File: src/rtl/sdram_stream_checker_sat_counter.sv
// Module: sat_counter
// Up-counter that sticks at all-ones instead of wrapping.
// Ports:
//   clk    in   clock
//   n_rst  in   async active-low reset (q -> 0)
//   inc    in   count up by one this cycle (ignored once saturated)
//   clr    in   synchronous clear, wins over inc
//   q      out  WIDTH-bit count
module sat_counter #(
    parameter int WIDTH = 16
) (
    input  logic             clk,
    input  logic             n_rst,
    input  logic             inc,
    input  logic             clr,
    output logic [WIDTH-1:0] q
);

    always_ff @(posedge clk or negedge n_rst) begin
        if (!n_rst) begin
            q <= '0;
        end else if (clr) begin
            q <= '0;
        end else if (inc && (q != {WIDTH{1'b1}})) begin
            q <= q + WIDTH'(1);
        end
    end

endmodule

File: config.mk
export PLATFORM = sky130hd
export DESIGN_NAME = sat_counter
export DESIGN_NICKNAME = d
export VERILOG_FILES = /design/src/rtl/sdram_stream_checker_sat_counter.sv
export SDC_FILE = /design/constraint.sdc
export NUM_CORES = 1
export LEC_CHECK = 0
export CAP_MARGIN = 5
export CORE_MARGIN = 4
export CORE_UTILIZATION = 45
export CTS_BUF_LIST = sky130_fd_sc_hd__clkbuf_8
export DETAILED_ROUTE_END_ITERATION = 7
export PLACE_DENSITY = 0.69
export SYNTH_ARGS = -nofsm -noshare
export SYNTH_HDL_FRONTEND = slang
export SYNTH_SLANG_ARGS = --single-unit
File: constraint.sdc
create_clock -name clk -period 2.9 [get_ports clk]
set_clock_uncertainty 0.05 [all_clocks]
set_input_delay 0.87 -clock clk [delete_from_list [all_inputs] [get_ports clk]]
set_output_delay 0.87 -clock clk [all_outputs]
set_load 0.01 [all_outputs]
==> flow_metrics.tcl <==
set metrics [dict create \
    status "finished clean" \
    finalHoldViolations 0 \
    final_nets 124 \
    ff2ff_setup_slack_ns 0.87 \
    initial_core_util_pct 47.54 \
    worstReg2RegEnd "q[9]$_DFFE_PN0P_" \
    max-vdd-ir-drop_mv 0.3273 \
    crit_path_start_kind "primary input" \
    finalCritPeriodShare_pct 82.84 \
    largest_reg_flops 16 \
    synthTopCellsByArea "dfrtp_1 (42%), a21oi_1 (5.8%), o31ai_1 (5.6%), mux2_1 (4.8%), nand4_1 (4.0%)" \
    cts_setup_buffers 0 \
    preCtsSetupSlack_ns 0.2546 \
    grt_max_degree 23 \
    synth_top_area_share_pct 42.50 \
    final_common_cell "clkdlybuf4s50_1" \
    grt_pass1_vias 796 \
    largestRegisters "q: 16 flops" \
    p_total_mw 0.4207 \
    syn_avg_cell_area_um2 9.614 \
    layout_common_cells "clkdlybuf4s50_1 (19), dfrtp_1 (16), a21oi_1 (11)" \
    cts_resized 0 \
    worstHoldStart "q[14]$_DFFE_PN0P_" \
    synth_cells 98 \
    worstSetupEndpointType "flop" \
    core_area_um2 1982 \
    die_y_um 53.76 \
    clkSlewWorstSetupHoldPaths_ns 0.06 \
    max-clock-path-buffers 2 \
    grt_pass1_wl_um 3608 \
    max-cap-violations 0 \
    ff2ff_path_depth 6 \
    cts-root-buf "clkbuf_8" \
    max_slew_margin_pct 51.01 \
    leakage_nw 0.4695 \
    place_congestion 0.8141 \
    vias 865 \
    grtUsageTotal_pct 17.15 \
    cts_hold_buffers 0 \
    worst_slack_ns 0.4977 \
    setup_tns_ns 0 \
    die_w_um 53.76 \
    drive_gt1_share_pct 11.97 \
    period_needed_ns 2.402 \
    crit_chain "clkdlybuf4s50_1 > inv_1 > or4_2 > a21oi_1" \
    syn2layout_area_growth_pct 26.96 \
    max_slew.worst_pin.slew_ns 0.7325 \
    ys_seq_elements 16 \
    cpPeakStageDelay_ns 0.71 \
    slowest_stage "or4_2" \
    cp_data_required_time_ns 3.02 \
    io_pins 20 \
    n_antenna_cell 0 \
    grt_antenna_before_repair 0 \
    min_path_cells 2 \
    largest_register "q" \
    num_rows 16 \
    reg2reg_from "q[0]$_DFFE_PN0P_" \
    finalMaxSlewViolations 0 \
    overflow 0 \
    routed_wl_um 2060 \
    via_per_inst 6.007 \
    yosys.area.top_type "dfrtp_1" \
    synth_fp_nets 103 \
    antenna_left 0 \
    htree_levels 1 \
    min-delay-path-class "flop to flop" \
    io_buffers 19 \
    cts_buffers 3 \
    cts_sinks 16 \
    worstPathArrival_ns 2.53 \
    max_freq_ghz 0.4163 \
    clk_latency_ns 0.25 \
    setup_viol 0 \
    cp_max_fo 22 \
    drc 0 \
    fillers 170 \
    hold_end "q[14]$_DFFE_PN0P_" \
    ys_warn_count 0 \
    synth.distinct_cells 28 \
    initialDrtViolationCount 9 \
    synth_area_um2 942.2 \
    grt_setup_unrepaired "false" \
    drt-wirelength-per-cell_um 14.31 \
    tritoncts "done" \
    critPathKind "primary input to flop" \
    dieArea_um2 2890 \
    firstDrtPassIters 4 \
    synth_sequential_area_ratio_pct 42.50 \
    power_density_nw_per_um2 351.7 \
]
## stage by stage
step / hold WS [ns] / instance area [µm²] / utilization, % / std cells
after floorplan: 0.5244 / 942.2 / - / 98
after global placement: 0.5243 / 1155 / 58.27 / 141
after detailed placement: 0.5505 / 1155 / 58.27 / 141
after CTS: 0.5591 / 1196 / 60.35 / 144
after global routing: 0.5880 / 1196 / 60.35 / 144
final: 0.5482 / 1196 / 60.35 / 144
## how the worst max path moves through the flow
stage | slack [ns] | endpoint | startpoint
5_1_grt | 0.40 | q[2]$_DFFE_PN0P_ | inc
4_1_cts | 0.51 | q[3]$_DFFE_PN0P_ | inc
6_report | 0.50 | q[3]$_DFFE_PN0P_ | inc
3_5_place_dp | 0.25 | q[3]$_DFFE_PN0P_ | inc
3_3_place_gp | 0.29 | q[3]$_DFFE_PN0P_ | inc
2_1_floorplan | 0.93 | q[3]$_DFFE_PN0P_ | inc
## layer usage
layer | GRT usage [%] | part of all wire (%) | vias to the layer above | wire length [µm]
li1 | - | - | 426 | -
met1 | 21.90 | 47 | 415 | 960
met2 | 28.23 | 47 | 19 | 962
met3 | 2.770 | 4.8 | 5 | 98
met4 | 7.660 | 1.8 | 0 | 38
met5 | 0 | 0 | - | 0
## cell type report
type	instances	area (µm²)	area share, %
clock buffer	3	41.29	3.452
multi-input combinational	74	504.2	42.15
inverter	3	11.26	0.9414
sequential	16	400.4	33.47
timing repair buffer	21	205.2	17.15
tap	27	33.78	2.824
## critical path: cells and delay by family
kind | cells | cell delay (ns)
and+or+nand+nor | 1 | 0.71
AOI/OAI and AO/OA | 1 | 0.16
buffers and inverters | 2 | 0.78
## report_power, final
group / total, mW / internal [mW] / switching, mW
combinational: 0.0293 / 0.0114 / 0.0179
sequential: 0.228 / 0.225 / 0.00283
clock: 0.163 / 0.0920 / 0.0711
## synth_stat cells (all sizes together)
master and number:
and3 2, nor2 4, clkbuf 4, o31ai 7, inv 3, mux2 4
o211ai 1, nor3 1, nor4 5, and4 2, ha 1, nand3 3
buf 1, a21oi 11, a211oi 1, nor2b 4, o21ai 4, nand2 6
dfrtp 16, or3 3, or4 7, nand4 7, nand3b 1
## kinds of logic after synthesis
family / after synthesis / synth area share (%)
AO/OA/AOI/OAI: 24 / 16.20
adder cells (fa/ha/maj): 1 / 1.328
buffers and inverters: 8 / 3.983
flip-flops: 16 / 42.50
multiplexers: 4 / 4.781
AND/OR/NAND/NOR: 45 / 31.21
Note: power is estimated with default switching activity, not from simulation.
